**config.mk**
```make
export PLATFORM = sky130hd
export DESIGN_NAME = sdram_port_arbiter
export DESIGN_NICKNAME = d
export VERILOG_FILES = /design/src/rtl/sdram_port_arbiter.sv
export SDC_FILE = /design/constraint.sdc
export NUM_CORES = 1
export LEC_CHECK = 0
export CAP_MARGIN = 20
export CELL_PAD_IN_SITES_DETAIL_PLACEMENT = 0
export CELL_PAD_IN_SITES_GLOBAL_PLACEMENT = 2
export CORE_UTILIZATION = 23
export DETAILED_ROUTE_END_ITERATION = 10
export PLACE_DENSITY = 0.84
export SYNTH_ARGS = -nofsm -noshare
export SYNTH_HDL_FRONTEND = slang
export SYNTH_SLANG_ARGS = --single-unit
```
**constraint.sdc**
```tcl
create_clock -name clk_sys -period 4.4 [get_ports clk_sys]
set_input_delay 0.88 -clock clk_sys [delete_from_list [all_inputs] [get_ports clk_sys]]
set_output_delay 0.88 -clock clk_sys [all_outputs]
set_load 0.005 [all_outputs]
```
**src/rtl/sdram_port_arbiter.sv**
```systemverilog
// Shares the SDRAM wishbone port between the Archimedes core master and the
// HPS ROM loader, with a one-word loader holding register and a bus watchdog.
module sdram_port_arbiter #(
   parameter logic [25:0] LOAD_BASE = 26'h0400000,
   parameter int unsigned TIMEOUT   = 1023
) (
   input  logic        clk_sys,
   input  logic        reset_n,
   input  logic        core_cyc,
   input  logic        core_stb,
   input  logic        core_we,
   input  logic [3:0]  core_sel,
   input  logic [2:0]  core_cti,
   input  logic [25:0] core_adr,
   input  logic [31:0] core_dat,
   output logic        core_ack,
   input  logic        ld_active,
   input  logic        ld_wr,
   input  logic [24:0] ld_addr,
   input  logic [15:0] ld_data,
   output logic        ld_wait,
   output logic        ld_ovf,
   output logic        ram_cyc,
   output logic        ram_stb,
   output logic        ram_we,
   output logic [3:0]  ram_sel,
   output logic [25:0] ram_adr,
   output logic [31:0] ram_dat,
   output logic [2:0]  ram_cti,
   input  logic        ram_ack,
   output logic        timeout_err
);

   localparam int WW = $clog2(TIMEOUT + 1);

   typedef enum logic [1:0] {IDLE, CORE, LOAD} state_t;

   state_t        state_q, state_d;
   logic          full_q, full_d;
   logic [25:0]   adr_q, adr_d;
   logic [3:0]    sel_q, sel_d;
   logic [31:0]   dat_q, dat_d;
   logic          ovf_q, ovf_d;
   logic [WW-1:0] wdog_q, wdog_d;
   logic          terr_q, terr_d;
   logic          wdogExpired;
   logic          unused_bits;

   assign unused_bits = ^{ld_addr[24], ld_addr[0], core_adr[1:0]};

   // Expires on the edge that would make the stalled-cycle count reach TIMEOUT.
   assign wdogExpired = (wdog_q == WW'(TIMEOUT - 1)) && !ram_ack;

   always_comb begin
      state_d = state_q;
      full_d  = full_q;
      adr_d   = adr_q;
      sel_d   = sel_q;
      dat_d   = dat_q;
      ovf_d   = ovf_q;
      wdog_d  = wdog_q;
      terr_d  = 1'b0;
      case (state_q)
         IDLE: begin
            wdog_d = '0;
            if (full_q)
               state_d = LOAD;
            else if (core_cyc && core_stb && !ld_active)
               state_d = CORE;
         end
         CORE: begin
            if (!core_cyc) begin
               state_d = IDLE;
               wdog_d  = '0;
            end else if (ram_ack) begin
               wdog_d = '0;
               if (core_cti == 3'b000 || core_cti == 3'b111)
                  state_d = IDLE;
            end else if (wdogExpired) begin
               state_d = IDLE;
               wdog_d  = '0;
               terr_d  = 1'b1;
            end else begin
               wdog_d = wdog_q + 1'b1;
            end
         end
         LOAD: begin
            if (ram_ack || wdogExpired) begin
               state_d = IDLE;
               full_d  = 1'b0;
               wdog_d  = '0;
               terr_d  = !ram_ack;
            end else begin
               wdog_d = wdog_q + 1'b1;
            end
         end
         default: state_d = IDLE;
      endcase
      // Capture decision uses the pre-edge full flag, so a word arriving on
      // the releasing edge is dropped and flagged rather than accepted.
      if (ld_wr) begin
         if (full_q) begin
            ovf_d = 1'b1;
         end else begin
            full_d = 1'b1;
            adr_d  = LOAD_BASE + {2'b00, ld_addr[23:2], 2'b00};
            sel_d  = ld_addr[1] ? 4'b1100 : 4'b0011;
            dat_d  = {ld_data, ld_data};
         end
      end
   end

   always_ff @(posedge clk_sys or negedge reset_n) begin
      if (!reset_n) begin
         state_q <= IDLE;
         full_q  <= 1'b0;
         adr_q   <= '0;
         sel_q   <= '0;
         dat_q   <= '0;
         ovf_q   <= 1'b0;
         wdog_q  <= '0;
         terr_q  <= 1'b0;
      end else begin
         state_q <= state_d;
         full_q  <= full_d;
         adr_q   <= adr_d;
         sel_q   <= sel_d;
         dat_q   <= dat_d;
         ovf_q   <= ovf_d;
         wdog_q  <= wdog_d;
         terr_q  <= terr_d;
      end
   end

   assign ld_wait     = full_q;
   assign ld_ovf      = ovf_q;
   assign timeout_err = terr_q;

   // The granted master owns the bus; in IDLE everything is held at zero.
   always_comb begin
      ram_cyc  = 1'b0;
      ram_stb  = 1'b0;
      ram_we   = 1'b0;
      ram_sel  = '0;
      ram_adr  = '0;
      ram_dat  = '0;
      ram_cti  = '0;
      core_ack = 1'b0;
      case (state_q)
         CORE: begin
            ram_cyc  = core_cyc;
            ram_stb  = core_stb;
            ram_we   = core_we;
            ram_sel  = core_sel;
            ram_adr  = {core_adr[25:2], 2'b00};
            ram_dat  = core_dat;
            ram_cti  = core_cti;
            core_ack = ram_ack;
         end
         LOAD: begin
            ram_cyc = 1'b1;
            ram_stb = 1'b1;
            ram_we  = 1'b1;
            ram_sel = sel_q;
            ram_adr = adr_q;
            ram_dat = dat_q;
         end
         default: ;
      endcase
   end

endmodule

```
-- Yosys cells after proc, flatten, opt, wreduce, memory -nomap -nowiden
Cells that the tools add are included.
- add/subtract/negate cells: 2
- bitwise gates (word level): 1
- multiplexer cells: 31
- reductions and logical operators: 13
- eq/ne operators: 8
- operators by type and width (operator ; count):
    32-bit case mux with 2 select lines ; 1
    26-bit case mux with 2 select lines ; 1
    10-bit 2-to-1 mux ; 4
    10-bit case mux with 3 select lines ; 1
    23-bit by 24-bit adder with 25-bit output (first input constant) ; 1
    2-bit 2-to-1 mux ; 7
    10-bit by 1-bit adder with 10-bit output (second input constant) ; 1
    10-bit equality test (second input constant) ; 1
    1-bit 2-to-1 mux ; 9
    4-bit != test (second input constant) ; 2
    1-bit case mux with 2 select lines ; 4
    4-bit case mux with 2 select lines ; 1
    2-bit case mux with 3 select lines ; 1
    4-bit 2-to-1 mux ; 1
    2-bit AND reduction ; 2
    4-bit AND reduction ; 1
    3-bit equality test (second input constant) ; 1
    1-bit logical AND ; 3
    3-bit zero test ; 1
    3-bit 2-to-1 mux ; 1
    3-bit != test (second input constant) ; 1
    3-bit nonzero test ; 1
    2-bit by 1-bit equality test with 1-bit output (second input constant) ; 1
    2-bit equality test (second input constant) ; 1
    5 further kinds ; 7
- output and inout bits: 72
- register bits after elaboration: 77
- word-level logic and storage cells: 63
- input bits: 114

-- Logic depth before layout (Yosys ltp)
Gate-level depths: netlist of the first run.
- word-level depth: 7
- mapped depth: 7
- mapped depth without buffers: 6

-- Least setup slack after synthesis of the first run
OpenSTA, ideal clock, no wires.
- kind: register to output
- start point: register state_q[1]
- end point: output port ram_adr[16]
- stages on the path, launching flop included: 7
- data required time: 3520 ps
- data arrival time: 1511 ps
- setup slack: 2009 ps
- buffers on the path: 2
- cell sequence: dfrtp_1 inv_1 ha_1 and2_1 clkbuf_1 clkbuf_1 a22o_1
- word-level cells in the longest chain between the ends: 2
- elaborated cells between the ends (all ways): 3
- classes of those cells: eq/ne: 2; mux: 1
- ends and longest elaborated chain (what ; RTL line ; RTL):
    start, declared ; 38 ; state_t state_q, state_d;
    start signal, assigned ; 124 ; state_q <= state_d;
    2-bit equality test / 2-bit by 1-bit equality test with 1-bit output (equally long branches) ; 149 ; case (state_q)
    26-bit case mux with 2 select lines * ; 149 ;
    end, declared ; 27 ; output logic [25:0] ram_adr,
Mark *: on every way between the ends. The rest lies on a longest branch, timed or not.

-- Worst setup path after layout of the first run
- start point: register state_q[1]
- end point: output port ram_dat[13]
- word-level cells in the longest chain between the ends: 2
- elaborated cells between the ends (all ways): 3
- classes of those cells: eq/ne: 2; mux: 1
- ends and longest elaborated chain (what ; RTL line ; RTL):
    2-bit equality test / 2-bit by 1-bit equality test with 1-bit output (equally long branches) ; 149 ;
    32-bit case mux with 2 select lines * ; 149 ;
    end, declared ; 28 ; output logic [31:0] ram_dat,
Marks and branches as above.

==> implementation parameters, run 1 <==
Parameter                              Value

Floorplanning
  Number of I/O pins ... 186
  Placement Rows ... 41
  Y dimension of the die ... 117 microns
  Core area ... 12800 sq um
  Die X ... 117 microns
  Initial core utilization ... 0.238
  Die outline area ... 13700 sq um

Clock network
  Hold Buf Count CTS ... 0
  Level count of the clock H-tree ... 2
  Clock tree buffer depth ... 2
  Clock tree from TritonCTS ... done
  Resized Gates After CTS ... 0
  Number of setup buffers added after CTS ... 0
  Cts bufs inserted ... 5
  Clock transition at the registers of the reported paths ... 0.08 ns
  Clock Latency Late Sink ... 0.30 ns
  CTS Sinks ... 56
  Clock tree root buffer cell ... clkbuf_16

Detailed routing
  Total vias in the final route ... 2744
  Per-cell via count in the routed design ... 4.51
  Detailed router's first-iteration violation count ... 44
  Iteration count of the initial detailed-routing pass ... 4
  Remaining antenna violation count ... 0
  Detailed-route DRC error count ... 0
  Routed wire per std cell ... 15.2 microns
  Total Routed Length ... 9260 microns

Synth
  Synth Instances ... 266
  Count of cell types in the netlist ... 37
  Syn Area/Cell ... 11.4 sq um
  Portion of the post-synthesis area used by sequential elements ... 0.461
  Warnings from Yosys ... 0
  Share of flip-flops with an asynchronous set or reset after synthesis ... 1.00
  Most instantiated flip-flop cell in the synthesis netlist ... dfrtp_1
  Number of enable flip-flop cells after synthesis ... 0
  Synth Cell Area ... 3040 sq um
  Flop and latch count out of synthesis ... 56

STA
  Fin crit share ... 0.837
  Worst hold slack after final layout ... 0.481 ns
  Final worst path period need ... 3.68 ns
  Max-Slew Margin vs Limit ... 0.554
  FMAX ... 272 MHz
  Clock tree skew after final layout ... 0.00695 ns
  Unrepaired setup endpoints after global routing ... no
  Total setup violations reported at the end of the flow ... 0
  Number of max-slew violations in the final report ... 0
  Sum Neg Setup Slack ... 0 ns
  Actual transition at the worst max-transition pin ... 0.669 ns
  Final hold violations ... 0

Setup path
  Worst Setup Path Type ... reg2out
  Cell chain of the critical path ... inv_1 -> ha_1 -> and2_2 -> buf_4 -> a22o_1 -> clkdlybuf4s50_1
  Setup slack of the worst register-to-register path ... 2.52 ns
  Required time reported for the critical path endpoint ... 3.52 ns
  Largest fanout on the critical path ... 33
  Capturing element type of the critical path ... output port
  Cell with the biggest individual delay on the critical path ... and2_2
  Critical register-to-register path endpoint ... state_q[1]
  Slowest stage delay, CP ... 0.63 ns
  Critical Path Start Type ... flop
  Length in cells of the worst reg-to-reg path ... 6
  Delay-heaviest family, CP ... buffers and inverters
  Worst Path Arrival ... 2.80 ns
  Startpoint of the lowest-slack register-to-register path ... state_q[1]
  Worst path buffer plus inverter count ... 3

Cells and area
  Highest-count cells in the layout ignoring fill and taps ... clkdlybuf4s50_1 (178), a22o_1 (59), dfrtp_1 (56), mux2_2 (39), nor2_1 (8)
  Final Util ... 0.403
  Summed area of non-filler cells in the final layout ... 5150 sq um
  Share of post-route cells with drive strength above 1 ... 0.144
  Synthesis-to-layout area growth ... 69.4%
  Most frequent standard cell in the layout excluding fill and tap cells ... clkdlybuf4s50_1
  Antenna Cells ... 0
  Nets ... 556

Global route
  First-pass GRT wire length ... 13300 microns
  Via count of the first global-routing pass ... 2616
  Leftover overflow at the end of global routing ... 0
  Antenna violations before repair ... 0
  Pin count of the biggest net entering global routing ... 34
  Global-route total usage across every layer ... 0.128

Pwr
  Leakage dissipation ... 2.05 nW
  Power after layout ... 2.62 mW
  IR Drop Worst-Case VDD ... 0.162 mV
  Pwr dens ... 509 nW/um^2

Worst hold path
  Hold endpoint ... ld_ovf
  Worst Hold Class ... reg2reg
  Source of the worst hold timing path ... ld_ovf
  Hold path cells ... 1

Placement
  Post-detailed-placement half-perimeter wirelength ... 7080 microns
  Cell area after placement ... 5010 sq um
  Final Wtd Congestion ... 0.744
  IO Port Bufs ... 179

Run
  Number of max-capacitance violations reported ... 0

Status
  Status ... completed
power by group:
part,switching [mW],internal [mW],total [mW],leakage [nW]
sequential,0.149,0.723,0.871,0.681
combinational,0.462,0.880,1.34,1.30
clock,0.196,0.213,0.409,0.0702
metal layers:
metal / vias up / wire length (microns) / share of wire / track usage
met1: 1316 / 3880 / 0.42 / 0.152
met2: 89 / 4680 / 0.51 / 0.232
met5: - / 0 / 0 / 0
li1: 1334 / - / - / -
met4: 0 / 51 / 0.0055 / 0.0253
met3: 5 / 650 / 0.070 / 0.0340
flip-flops by register name, summed over array words and instances (netlist names):
register     cells
adr_q           23
dat_q           16
wdog_q          10
sel_q            2
state_q          2
ld_ovf           1
ld_wait          1
timeout_err      1
cells by family (layout without fill, tap and decap cells):
group,after synthesis,in the layout,share of synthesized area
buffers and inverters,30,199,0.0415
other,1,2,0.00123
adders and majority gates,7,7,0.0288
AOI/OAI and AO/OA,80,80,0.216
muxes,39,39,0.144
xor gates and xnor gates,6,6,0.0173
DFF,56,56,0.461
and+or+nand+nor,47,47,0.0901
area by class of cell:
cell class	count	area (sq um)
flip-flops and latches	56	1400
multi-input cells	181	1530
clock inverters	3	21.3
repair buffers	184	1840
clock buffers	5	125
fillers	1225	7620
well taps	172	215
inverters	7	26.3
worst max path at each step:
stage,endpoint,slack (ns),startpoint,cells past startpoint
3_3_place_gp,ram_adr[9],1.06,state_q[1],6
5_1_grt,ram_adr[17],0.53,state_q[0],6
2_1_floorplan,ram_adr[16],2.01,state_q[1],6
4_1_cts,ram_adr[9],0.69,state_q[0],6
6_report,ram_dat[13],0.72,state_q[1],6
3_5_place_dp,ram_adr[9],1.01,state_q[1],6
synth_stat cells, drive strengths merged, types with 2 or more instances:
master	instances	area share
xor2	4	0.012
nand2	7	0.0086
ha	7	0.029
xnor2	2	0.0058
nand3	6	0.0099
nor2b	5	0.010
inv	7	0.0086
o21ai	5	0.0082
mux2	39	0.14
buf	7	0.013
nor2	8	0.0099
o311ai	2	0.0058
and4	4	0.012
and3	3	0.0066
a21o	3	0.0074
a21oi	4	0.0066
or2	2	0.0041
dfrtp	56	0.46
and2	7	0.016
clkbuf	16	0.020
nand4	2	0.0041
a22o	59	0.17
metrics by stage:
step,cells,worst slack (ns)
after floorplan,267,2.01
after global placement,600,1.06
after detailed placement,600,1.01
after CTS,608,0.687
after global routing,608,0.529
final,608,0.717
(Power assumes the default switching activity.)
==> run 2, diff against run 1 <==
--- a/config.mk
+++ b/config.mk
@@ -8,9 +8,9 @@
 export CAP_MARGIN = 20
 export CELL_PAD_IN_SITES_DETAIL_PLACEMENT = 0
 export CELL_PAD_IN_SITES_GLOBAL_PLACEMENT = 2
-export CORE_UTILIZATION = 23
+export CORE_UTILIZATION = 21
 export DETAILED_ROUTE_END_ITERATION = 10
-export PLACE_DENSITY = 0.84
+export PLACE_DENSITY = 0.77
 export SYNTH_ARGS = -nofsm -noshare
 export SYNTH_HDL_FRONTEND = slang
 export SYNTH_SLANG_ARGS = --single-unit
==> constraint.sdc (replaced) <==
create_clock -name clk_sys -period 3.6 [get_ports clk_sys]
set_input_delay 0.72 -clock clk_sys [delete_from_list [all_inputs] [get_ports clk_sys]]
set_output_delay 0.72 -clock clk_sys [all_outputs]
set_load 0.005 [all_outputs]
==> run 2 against run 1 <==
Count of clock-buffer cells in the layout rose by 1. Cell count up 1.5%. Power increased by 22%. First-iteration DRC count is 52% higher. Combinational power rose by 22%. Die area grew 9.4%. Non-clock buffer count rose by 1. Via count hardly changed. Sequential power up 22%. Setup slack got worse by 0.24 ns. Critical path depth did not move. Utilization fell by 3.4 points. Critical endpoint is now ram_dat[16]. Largest power group unchanged.
==> implementation parameters, run 2 (synthesis gave the netlist of run 1 again) <==
Parameter                              Value

STA
  Unrepaired setup endpoints after global routing ... no
  Number of max-slew violations in the final report ... 0
  FMAX ... 320 MHz
  Max-Slew Margin vs Limit ... 0.482
  Final worst path period need ... 3.12 ns
  Final hold violations ... 0
  Setup WS post-layout ... 0.477 ns
  Total setup violations reported at the end of the flow ... 0
  Fin crit share ... 0.868
  Sum Neg Setup Slack ... 0 ns
  Clock tree skew after final layout ... 0.00638 ns
  Actual transition at the worst max-transition pin ... 0.777 ns
  Worst hold slack after final layout ... 0.470 ns

Setup path
  Largest fanout on the critical path ... 38
  Delay-heaviest family, CP ... buffers and inverters
  Worst Setup Path Type ... reg2out
  Cell chain of the critical path ... inv_1 -> ha_1 -> and2_2 -> buf_4 -> a22o_1 -> clkdlybuf4s50_1
  Worst Path Arrival ... 2.40 ns
  Worst path buffer plus inverter count ... 3
  Required time reported for the critical path endpoint ... 2.88 ns
  Slowest stage delay, CP ... 0.50 ns
  Capturing element type of the critical path ... output port
  Critical Path Start Type ... flop
  Cell with the biggest individual delay on the critical path ... clkdlybuf4s50_1

Global route
  Pin count of the biggest net entering global routing ... 45
  Antenna violations before repair ... 0
  Global-route total usage across every layer ... 0.124
  Via count of the first global-routing pass ... 2701
  First-pass GRT wire length ... 14200 microns
  Leftover overflow at the end of global routing ... 0

Clock network
  Number of setup buffers added after CTS ... 0
  Resized Gates After CTS ... 0
  Clock Latency Late Sink ... 0.29 ns
  Clock tree root buffer cell ... clkbuf_16
  Clock transition at the registers of the reported paths ... 0.07 ns
  Clock tree from TritonCTS ... done
  Cts bufs inserted ... 5
  Clock tree buffer depth ... 2
  Level count of the clock H-tree ... 2
  Hold Buf Count CTS ... 0
  CTS Sinks ... 56

Cells and area
  Synthesis-to-layout area growth ... 69.8%
  Summed area of non-filler cells in the final layout ... 5160 sq um
  Register containing the most flip-flops in the final layout ... adr_q
  Antenna Cells ... 0
  Nets ... 557
  Highest-count cells in the layout ignoring fill and taps ... clkdlybuf4s50_1 (178), a22o_1 (59), dfrtp_1 (56), mux2_2 (39), nor2_1 (8)
  Most frequent standard cell in the layout excluding fill and tap cells ... clkdlybuf4s50_1
  Regs by FF count ... adr_q: 23 flops, dat_q: 16 flops, wdog_q: 10 flops
  Number of cells in the finished layout apart from fillers ... 617
  Largest register FFs ... 23
  Final Util ... 0.369
  Share of post-route cells with drive strength above 1 ... 0.146

Detailed routing
  Remaining antenna violation count ... 0
  Detailed router's first-iteration violation count ... 67
  Iteration count of the initial detailed-routing pass ... 4
  Per-cell via count in the routed design ... 4.45
  Total vias in the final route ... 2746
  Detailed-route DRC error count ... 0
  Total Routed Length ... 9320 microns
  Routed wire per std cell ... 15.1 microns

Placement
  Final Wtd Congestion ... 0.725
  Post-detailed-placement half-perimeter wirelength ... 6900 microns
  Cell area after placement ... 5010 sq um
  Pre-CTS WS ... 0.796 ns
  Post-placement cell count ... 609
  IO Port Bufs ... 179

Floorplanning
  Die outline area ... 15000 sq um
  Initial core utilization ... 0.217
  Die X ... 122 microns
  Number of I/O pins ... 186
  Core area ... 14000 sq um
  Placement Rows ... 43
  Y dimension of the die ... 122 microns

Pwr
  Leakage dissipation ... 2.05 nW
  IR Drop Worst-Case VDD ... 0.235 mV
  Pwr dens ... 619 nW/um^2
  Power after layout ... 3.20 mW

Run
  Number of max-capacitance violations reported ... 0

Worst hold path
  Worst Hold Class ... reg2reg

Status
  Status ... completed
==> run 2: changes by cell type in the layout (fill, tap and decap cells not counted) <==
| cell | change |
|---|---|
| clkbuf_8 | +1 |
| clkinvlp_4 | +1 |
| inv_6 | -1 |
| buf_12 | -1 |
| clkinv_2 | -1 |
| buf_4 | +2 |
==> run 2: routing by layer <==
metal | vias to the layer above | GRT usage | routed length (microns)
met1 | 1321 | 0.148 | 4010
met2 | 82 | 0.221 | 4740
li1 | 1335 | - | -
met4 | 0 | 0.0320 | 89
met5 | - | 0 | 0
met3 | 8 | 0.0274 | 489
==> run 2: where the power goes <==
part           internal (mW)  switching [mW]  total (mW)  leakage [nW]
Clock                  0.277           0.227       0.505        0.0691
Sequential             0.884           0.177        1.06         0.681
Combinational           1.07           0.565        1.63          1.30
==> run 2: final cells by class <==
type,instances,area [sq um]
Timing Repair Buffer,185,1830
Multi-Input combinational cell,181,1530
Sequential cell,56,1400
Fill cell,1373,8820
Clock inverter,2,15.0
Tap cell,180,225
Clock buffer,6,139
Inverter,7,26.3
==> run 2: path summary, 6_finish.rpt <==
| path | slack [ns] | startpoint | cells after the start | end |
|---|---|---|---|---|
| min in group asynchronous | 0.50 | reset_n | 1 | ld_ovf |
| hold / removal | 0.47 | ld_ovf | 1 | ld_ovf |
| setup / recovery | 0.48 | state_q[0] | 6 | ram_dat[16] |
| max in group asynchronous | 2.25 | reset_n | 2 | wdog_q[5] |
| hold reg to reg | 0.47 | ld_ovf | 1 | ld_ovf |
| setup reg to reg | 1.71 | state_q[1] | 6 | state_q[1] |
